$ cat src/rtl/v_pipe_update.sv
// Four-stage read-modify-write pipeline applying ADD/DELETE/REPLACE commands to a per-product state RAM.
// Optional feature: define V_PIPE_UPDATE_ERRCNT_EN to add the saturating error counter output o_upd_err_cnt_r.
package v_pkg;
  localparam int unsigned ENTRIES_N = 4;
  localparam int unsigned ID_W      = 4;
  localparam int unsigned LEVEL_W   = $clog2(ENTRIES_N);
  localparam int unsigned KEY_W     = 16;
  localparam int unsigned VOL_W     = 16;
  localparam int unsigned LS_W      = $clog2(ENTRIES_N + 1);

  typedef logic [ID_W-1:0]    id_t;
  typedef logic [ID_W-1:0]    addr_t;
  typedef logic [LEVEL_W-1:0] level_t;
  typedef logic [KEY_W-1:0]   key_t;
  typedef logic [VOL_W-1:0]   volume_t;
  typedef logic [LS_W-1:0]    listsize_t;

  typedef struct packed {
    logic [ENTRIES_N-1:0]    vld;
    key_t    [ENTRIES_N-1:0] key;
    volume_t [ENTRIES_N-1:0] volume;
    listsize_t               listsize;
  } state_t;

  localparam logic [1:0] CMD_ADD = 2'd0;
  localparam logic [1:0] CMD_DEL = 2'd1;
  localparam logic [1:0] CMD_REP = 2'd2;
endpackage

module v_pipe_update
  import v_pkg::*;
(
  input  logic       clk,
  input  logic       arst,
  input  logic       i_upd_vld,
  input  id_t        i_upd_prod_id,
  input  level_t     i_upd_level,
  input  logic [1:0] i_upd_cmd,
  input  key_t       i_upd_key,
  input  volume_t    i_upd_size,
  output logic       o_upd_rdy,
  output logic       o_state_ren,
  output addr_t      o_state_raddr,
  input  state_t     i_state_rdata,
  output logic       o_state_wen,
  output addr_t      o_state_waddr,
  output state_t     o_state_wdata,
  output logic       o_s1_upd_vld_r,
  output id_t        o_s1_upd_prod_id_r,
  output logic       o_s2_upd_vld_r,
  output id_t        o_s2_upd_prod_id_r,
  output logic       o_s3_upd_vld_r,
  output id_t        o_s3_upd_prod_id_r,
  output logic       o_s4_upd_vld_r,
  output id_t        o_s4_upd_prod_id_r,
  output logic       o_upd_resp_vld_r,
`ifdef V_PIPE_UPDATE_ERRCNT_EN
  output logic [15:0] o_upd_err_cnt_r,
`endif
  output logic       o_upd_resp_error_r
);

  logic       s1_vld_q, s1_vld_d, s2_vld_q, s2_vld_d;
  logic       s3_vld_q, s3_vld_d, s4_vld_q, s4_vld_d;
  logic       state_wen_q, state_wen_d;
  logic       resp_err_q, resp_err_d;

  id_t        s1_id_q, s1_id_d, s2_id_q, s2_id_d, s3_id_q, s3_id_d, s4_id_q, s4_id_d;
  level_t     s1_level_q, s1_level_d;
  logic [1:0] s1_cmd_q, s1_cmd_d;
  key_t       s1_key_q, s1_key_d;
  volume_t    s1_size_q, s1_size_d;
  logic       s2_err_q, s2_err_d, s3_err_q, s3_err_d;
  state_t     s2_state_q, s2_state_d, s3_state_q, s3_state_d;

  logic                 accept_c;
  logic [ENTRIES_N-1:0] s1_onehot_c;
  logic                 s1_hit_c;
  logic                 s1_err_c;
  state_t               s1_new_c;

  // Same-id hazard: the RAM copy is stale until the older command has written in S3.
  assign o_upd_rdy = ~((s1_vld_q && (s1_id_q == i_upd_prod_id)) ||
                       (s2_vld_q && (s2_id_q == i_upd_prod_id)) ||
                       (s3_vld_q && (s3_id_q == i_upd_prod_id)));
  assign accept_c      = i_upd_vld & o_upd_rdy;
  assign o_state_ren   = accept_c;
  assign o_state_raddr = addr_t'(i_upd_prod_id);

  // S1: error check and new-state computation against the freshly read entry.
  always_comb begin
    s1_onehot_c              = '0;
    s1_onehot_c[s1_level_q]  = 1'b1;
    s1_hit_c                 = |(i_state_rdata.vld & s1_onehot_c);
    s1_new_c                 = i_state_rdata;
    s1_err_c                 = 1'b0;
    case (s1_cmd_q)
      CMD_ADD: begin
        s1_err_c                    = s1_hit_c;
        s1_new_c.vld                = i_state_rdata.vld | s1_onehot_c;
        s1_new_c.key[s1_level_q]    = s1_key_q;
        s1_new_c.volume[s1_level_q] = s1_size_q;
        s1_new_c.listsize           = i_state_rdata.listsize + listsize_t'(1);
      end
      CMD_DEL: begin
        s1_err_c          = ~s1_hit_c;
        s1_new_c.vld      = i_state_rdata.vld & ~s1_onehot_c;
        s1_new_c.listsize = i_state_rdata.listsize - listsize_t'(1);
      end
      CMD_REP: begin
        s1_err_c                    = ~s1_hit_c;
        s1_new_c.key[s1_level_q]    = s1_key_q;
        s1_new_c.volume[s1_level_q] = s1_size_q;
      end
      default: s1_err_c = 1'b1;
    endcase
  end

  // Stage advance; datapath registers only load when their source stage is valid.
  always_comb begin
    s1_vld_d    = accept_c;
    s2_vld_d    = s1_vld_q;
    s3_vld_d    = s2_vld_q;
    s4_vld_d    = s3_vld_q;
    state_wen_d = s2_vld_q & ~s2_err_q;
    resp_err_d  = s3_vld_q & s3_err_q;
    s1_id_d     = s1_id_q;
    s1_level_d  = s1_level_q;
    s1_cmd_d    = s1_cmd_q;
    s1_key_d    = s1_key_q;
    s1_size_d   = s1_size_q;
    s2_id_d     = s2_id_q;
    s2_err_d    = s2_err_q;
    s2_state_d  = s2_state_q;
    s3_id_d     = s3_id_q;
    s3_err_d    = s3_err_q;
    s3_state_d  = s3_state_q;
    s4_id_d     = s4_id_q;
    if (accept_c) begin
      s1_id_d    = i_upd_prod_id;
      s1_level_d = i_upd_level;
      s1_cmd_d   = i_upd_cmd;
      s1_key_d   = i_upd_key;
      s1_size_d  = i_upd_size;
    end
    if (s1_vld_q) begin
      s2_id_d    = s1_id_q;
      s2_err_d   = s1_err_c;
      s2_state_d = s1_new_c;
    end
    if (s2_vld_q) begin
      s3_id_d    = s2_id_q;
      s3_err_d   = s2_err_q;
      s3_state_d = s2_state_q;
    end
    if (s3_vld_q) begin
      s4_id_d = s3_id_q;
    end
  end

  always_ff @(posedge clk or posedge arst) begin
    if (arst) begin
      s1_vld_q    <= 1'b0;
      s2_vld_q    <= 1'b0;
      s3_vld_q    <= 1'b0;
      s4_vld_q    <= 1'b0;
      state_wen_q <= 1'b0;
      resp_err_q  <= 1'b0;
    end else begin
      s1_vld_q    <= s1_vld_d;
      s2_vld_q    <= s2_vld_d;
      s3_vld_q    <= s3_vld_d;
      s4_vld_q    <= s4_vld_d;
      state_wen_q <= state_wen_d;
      resp_err_q  <= resp_err_d;
    end
  end

  always_ff @(posedge clk) begin
    s1_id_q    <= s1_id_d;
    s1_level_q <= s1_level_d;
    s1_cmd_q   <= s1_cmd_d;
    s1_key_q   <= s1_key_d;
    s1_size_q  <= s1_size_d;
    s2_id_q    <= s2_id_d;
    s2_err_q   <= s2_err_d;
    s2_state_q <= s2_state_d;
    s3_id_q    <= s3_id_d;
    s3_err_q   <= s3_err_d;
    s3_state_q <= s3_state_d;
    s4_id_q    <= s4_id_d;
  end

`ifdef V_PIPE_UPDATE_ERRCNT_EN
  logic [15:0] err_cnt_q, err_cnt_d;

  always_comb begin
    err_cnt_d = err_cnt_q;
    if (s4_vld_q && resp_err_q && (err_cnt_q != 16'hFFFF)) begin
      err_cnt_d = err_cnt_q + 16'd1;
    end
  end

  always_ff @(posedge clk or posedge arst) begin
    if (arst) begin
      err_cnt_q <= 16'd0;
    end else begin
      err_cnt_q <= err_cnt_d;
    end
  end

  assign o_upd_err_cnt_r = err_cnt_q;
`endif

  assign o_state_wen        = state_wen_q;
  assign o_state_waddr      = addr_t'(s3_id_q);
  assign o_state_wdata      = s3_state_q;
  assign o_s1_upd_vld_r     = s1_vld_q;
  assign o_s1_upd_prod_id_r = s1_id_q;
  assign o_s2_upd_vld_r     = s2_vld_q;
  assign o_s2_upd_prod_id_r = s2_id_q;
  assign o_s3_upd_vld_r     = s3_vld_q;
  assign o_s3_upd_prod_id_r = s3_id_q;
  assign o_s4_upd_vld_r     = s4_vld_q;
  assign o_s4_upd_prod_id_r = s4_id_q;
  assign o_upd_resp_vld_r   = s4_vld_q;
  assign o_upd_resp_error_r = resp_err_q;

endmodule

$ cat config.mk
export PLATFORM = sky130hd
export DESIGN_NAME = v_pipe_update
export DESIGN_NICKNAME = d
export VERILOG_FILES = /design/src/rtl/v_pipe_update.sv
export SDC_FILE = /design/constraint.sdc
export NUM_CORES = 1
export LEC_CHECK = 0
export ABC_CLOCK_PERIOD_IN_PS = 12400
export BUFFER_PORTS_ARGS = -buffer_cell sky130_fd_sc_hd__buf_2
export CAP_MARGIN = 25
export CORE_UTILIZATION = 51
export CTS_CLUSTER_SIZE = 28
export DETAILED_ROUTE_END_ITERATION = 8
export PLACE_DENSITY_LB_ADDON = 0.12
export RECOVER_POWER = 50
export SLEW_MARGIN = 5
export SYNTH_ARGS = -nofsm -noshare
export SYNTH_HDL_FRONTEND = slang
export SYNTH_SLANG_ARGS = --single-unit
$ cat constraint.sdc
create_clock -name clk -period 12.4 [get_ports clk]
set_clock_uncertainty 0.15 [all_clocks]
set_input_delay 1.86 -clock clk [delete_from_list [all_inputs] [get_ports clk]]
set_output_delay 1.86 -clock clk [all_outputs]
set_load 0.05 [all_outputs]
---- Yosys cells after proc, flatten, opt, wreduce, memory -nomap -nowiden ----
Index checks and enable logic that the tools add are counted.
operators by class
  add/sub/neg operators ................... 2
  $mul .................................... 0
  divide/modulo/power cells ............... 0
  $lt $le $gt $ge ......................... 2
  equality and inequality tests ........... 5
  shift operators ......................... 0
  multiplexer cells ....................... 10
  bitwise operators ....................... 10
  reductions and logical operators ........ 10
operators with widths
  cell                 count
  $bwmux 64            2
  $mux 128             1
  $demux 16 s2         1
  $mux 16              1
  $eq 4x4->1           3
  $and 4x4->4          2
  $pmux 4 s2           1
  $pmux 3 s2           1
  $logic_and 1x1->1    4
  $not 4->4            1
  $or 4x4->4           1
  $reduce_or 2->1      2
  $reduce_or 4->1      1
  $add 3x1->3 const B  1
  $and 1x1->1          3
  $lt 2x3->1 const B   1
  $not 1->1            3
  $sub 3x1->3 const B  1
  $demux 1 s2          1
  $eq 2x1->1 const B   1
  $eq 2x2->1 const B   1
  $ge 2x1->1 const B   1
  $logic_not 2->1      1
  $logic_or 1x1->1     2
  other kinds (2)      2
word-level totals
  flip-flop bits (word level) ............. 330
  bits in latches ......................... 0
  RAM bits ................................ 0
  memory bits (read-only) ................. 0
  input bits .............................. 178
  output and inout bits ................... 168
  word-level logic and storage cells ...... 75
  memories ................................ 0

---- Logic depth before layout (Yosys ltp) ----
  depth in word-level cells ............... 8
  depth in mapped cells ................... 8
  mapped depth without buffers ............ 7

---- Worst setup path before layout ----
OpenSTA, ideal clock, no wires.
  kind .................................... reg2out
  from .................................... reg s2_vld_q (netlist: o_s2_upd_vld_r)
  to ...................................... out o_state_ren
  arrival time ............................ 8.343 ns
  required time ........................... 10.390 ns
  setup slack ............................. 2.047 ns
  stages on the path, launching flop included .. 4
  path buffers ............................ 0
  cells stage by stage .................... dfrtp_1 -> nand2_1 -> nor4_1 -> nor4b_1
between the ends
  longest elaborated chain between the ends .. 5
ends and longest elaborated chain
  element                   line  text
  start: declaration        63    logic s1_vld_q, s1_vld_d, s2_vld_q, s2_vld_d;
  start signal: assignment  171   s2_vld_q <= s2_vld_d;
  $logic_and 1x1->1         84    (s2_vld_q && (s2_id_q == i_upd_prod_id)) ||
  $logic_or 1x1->1          83    assign o_upd_rdy = ~((s1_vld_q && (s1_id_q == i_upd_prod_id)) ||
  $logic_or 1x1->1          84
  $not 1->1                 83
  $and 1x1->1               86    assign accept_c = i_upd_vld & o_upd_rdy;
  end: declaration          42    output logic o_state_ren,
Every way passes these cells.

---- Worst setup path in the final report ----
  from .................................... reg s1_vld_q (netlist: o_s1_upd_vld_r)
  to ...................................... reg s2_state_q[6] (netlist bit) (enable)
RTL lines
  element                   line  text
  start: declaration        63
  start signal: assignment  170   s1_vld_q <= s1_vld_d;
  end signal: assignment    187   s2_state_q <= s2_state_d;
  end: declaration          74    state_t s2_state_q, s2_state_d, s3_state_q, s3_state_d;
No word-level cell between the ends.

==> impl_metrics.py <==
metrics = {
    "timing": {
        "max_clock_freq_ghz": 0.1401,
        "finalHoldViolations": 0,
        "finalSetupViolCount": 0,
        "setup_tns_ns": 0,
        "tightest_slew_ns": 4.382,
        "final_max_slew_viol_count": 260,
        "rsz0062_at_grt": "no",
        "timing.slew.headroom_pct": -192.1,
        "min_period_over_period_pct": 57.55,
        "finalCriticalPeriod_ns": 7.136,
    },
    "clocking": {
        "cts_resized": 0,
        "holdBufCountCts": 0,
        "insertion_delay_ns": 0.50,
        "htree_levels": 2,
        "cts_tree": "built",
        "clock_path_buffers": 3,
        "path_clk_slew_ns": 0.06,
        "post_cts_buffers": 0,
        "cts_buffers": 34,
        "cts-root-buf": "clkbuf_16",
        "clock_sinks": 330,
    },
    "synthesis": {
        "synth_flop_cell": "edfxtp_1",
        "synth_nets": 725,
        "syn_inst": 542,
        "synth-seq-cells": 330,
        "synth_area_um2": 11970,
        "yosys_warnings": 0,
        "synth_cell_types": 34,
        "yosysSeqAreaShare_pct": 82.53,
        "synth-async-reset-ratio_pct": 1.818,
        "synth_edf_count": 324,
        "syn_avg_cell_area_um2": 22.09,
    },
    "global_routing": {
        "grt_pass1_wl_mm": 37.55,
        "grt_max_degree": 75,
        "grt_overflow": 0,
        "antenna_found_initial": 8,
        "first_global_vias": 6626,
        "grtUsageTotal_pct": 21.25,
    },
    "detailed_routing": {
        "first_iter_violations": 382,
        "dr_wl_met3_mm": 2.331,
        "wl_met2_mm": 12.61,
        "viasPerCell": 5.062,
        "wl_met1_mm": 9.850,
        "first_pass_iters": 5,
        "drc_errors": 0,
        "dr_total_vias": 6332,
        "post_drt_wl_per_cell_um": 20.32,
        "top_layer": "met5",
        "drtAntennaViolNets": 0,
        "finalWirelength_mm": 25.43,
    },
    "critical_path": {
        "critical_path.max_fanout": 74,
        "rrSetupSlack_ns": 5.26,
        "crit_chain": "clkbuf_1, clkbuf_1",
        "cpLargestDelayFamily": "buffers and inverters",
        "cp.arrival_ns": 6.99,
        "cp_data_required_time_ns": 12.26,
        "end_kind": "flip-flop",
        "slowest_delay_ns": 3.04,
        "cp_num_buf_inv": 2,
        "cpMostUsedCell": "clkbuf_1",
        "worst_path_max_delay_cell": "clkbuf_1",
        "critPathKind": "flip-flop to flip-flop",
        "start_kind": "flip-flop",
    },
    "die": {
        "core_um2": 22850,
        "fp.dieH_um": 155.2,
        "die_area_um2": 24090,
        "start_util_pct": 52.40,
        "placementRows": 55,
        "fp.dieW_um": 155.2,
        "boundaryPins": 346,
    },
    "pwr": {
        "power_frac_clock_pct": 35.1,
        "ir_drop_mv": 0.1482,
        "swShare_pct": 25.71,
        "p_comb_share_pct": 13.5,
        "p_per_area_nw_per_um2": 181.3,
        "pwr-share-seq_pct": 51.4,
        "power_uw": 2725,
        "p_switching_uw": 700.5,
        "p_leak_uw": 0.005817,
        "intPower_uw": 2024,
    },
    "status": {
        "status": "finished with violations",
        "violations": "capacitance limit, slew limit",
    },
    "worst_hold_path": {
        "min_path_type": "flip-flop to flip-flop",
    },
    "placement": {
        "dp_hpwl_mm": 16.71,
        "numPortBuffers": 345,
        "gp_congestion": 0.8162,
    },
    "finish": {
        "final_nets": 1091,
        "nFillCells": 1643,
        "drive_gt1_share_pct": 54.61,
        "syn_to_final_growth_pct": 25.55,
        "mostFrequentLayoutCells": "335 x buf_2, 324 x edfxtp_1, 117 x mux2_2",
        "final_common_cell": "buf_2",
    },
    "run": {
        "drv_cap": 5,
    },
}
final cells by class:
| type | instances | area (um2) | area share [%] |
|---|---|---|---|
| inverter | 6 | 22.52 | 0.1498 |
| clock buffer | 46 | 969.7 | 6.451 |
| antenna | 6 | 15.01 | 0.09989 |
| timing repair buffer | 355 | 1783 | 11.86 |
| clock inverter | 14 | 86.33 | 0.5744 |
| tap | 313 | 391.6 | 2.606 |
| sequential | 330 | 9883 | 65.75 |
| multi-input combinational | 181 | 1879 | 12.50 |
worst register-to-register path, delay by kind of cell, from the launching register on:
kind / cells / cell delay [ns]
flops: 1 / 0.40
buf+inv: 2 / 6.04
layer usage:
layer | up-vias | track usage, %
met1 | 3132 | 26.10
met3 | 45 | 6.797
met2 | 286 | 35.78
met4 | 4 | 7.096
met5 | - | 0
li1 | 2865 | -
state kept, by name, indices dropped and copies added, names as in the netlist:
register and cells:
s2_err_q 1, s1_cmd_q 2, o_s2_upd_vld_r 1, o_state_wdata 135
o_s4_upd_vld_r 1, o_s1_upd_vld_r 1, o_s4_upd_prod_id_r 4, s1_size_q 16
o_s1_upd_prod_id_r 4, s2_state_q 135, o_s3_upd_prod_id_r 4, s3_err_q 1
o_s3_upd_vld_r 1, s1_level_q 2, o_upd_resp_error_r 1, s1_key_q 16
o_s2_upd_prod_id_r 4, o_state_wen 1
cell families (layout without fill, tap and decap cells):
family | after synthesis | in the layout | synth area share [%]
mux | 129 | 129 | 12.26
simple gates | 24 | 24 | 1.150
flops | 330 | 330 | 82.53
other cells | 0 | 6 | 0
buf+inv | 31 | 421 | 1.892
compound gates | 9 | 9 | 0.5643
xor+xnor | 14 | 14 | 1.024
fa+ha+maj | 5 | 5 | 0.5853
worst paths after layout:
path	from	to	cells past startpoint
worst min-delay path	s2_state_q[87]$_DFFE_PP_	o_state_wdata[87]$_DFFE_PP_	0
min in group asynchronous	arst	o_s1_upd_vld_r$_DFF_PP0_	2
max in group asynchronous	arst	o_s1_upd_vld_r$_DFF_PP0_	2
worst min register to register	s2_state_q[87]$_DFFE_PP_	o_state_wdata[87]$_DFFE_PP_	0
worst max register to register	o_s1_upd_vld_r$_DFF_PP0_	s2_state_q[6]$_DFFE_PP_	2
worst max-delay path	o_s1_upd_vld_r$_DFF_PP0_	s2_state_q[6]$_DFFE_PP_	2
Yosys cell counts (3+ instances only):
cell / count / area (um2)
buf_4: 17 / 127.6
mux2_1: 8 / 90.09
nor2b_1: 3 / 18.77
buf_6: 6 / 67.56
nand2_1: 7 / 26.28
xor2_1: 9 / 78.83
dfrtp_1: 6 / 150.1
edfxtp_1: 324 / 9729
inv_1: 6 / 22.52
mux2_2: 119 / 1340
a22o_1: 3 / 26.28
xnor2_1: 5 / 43.79
nor4_1: 3 / 18.77
nor2_1: 3 / 11.26
ha_1: 4 / 50.05
power groups by stage:
stage	registers, uW	clock network, uW	logic, uW
after CTS	1390	977	373
after global routing	1410	1020	386
after floorplan	1610	0	77.7
after global placement	1410	0	366
after detailed placement	1420	0	372
final	1400	957	368
metrics by stage:
stage / instances / hold WS [ns] / area, um2 / worst slack (ns) / util (%)
5_1_grt: 1248 / 0.2702 / 15020 / 4.674 / 65.76
3_5_place_dp: 1185 / 0.2545 / 14010 / 7.408 / 61.31
6_report: 1251 / 0.2644 / 15030 / 5.264 / 65.79
4_1_cts: 1245 / 0.2628 / 15060 / 7.411 / 65.93
3_3_place_gp: 1183 / 0.2506 / 13980 / 7.452 / 61.19
2_1_floorplan: 542 / 0.2495 / 11970 / 2.047 / -
(Power assumes the default switching activity.)
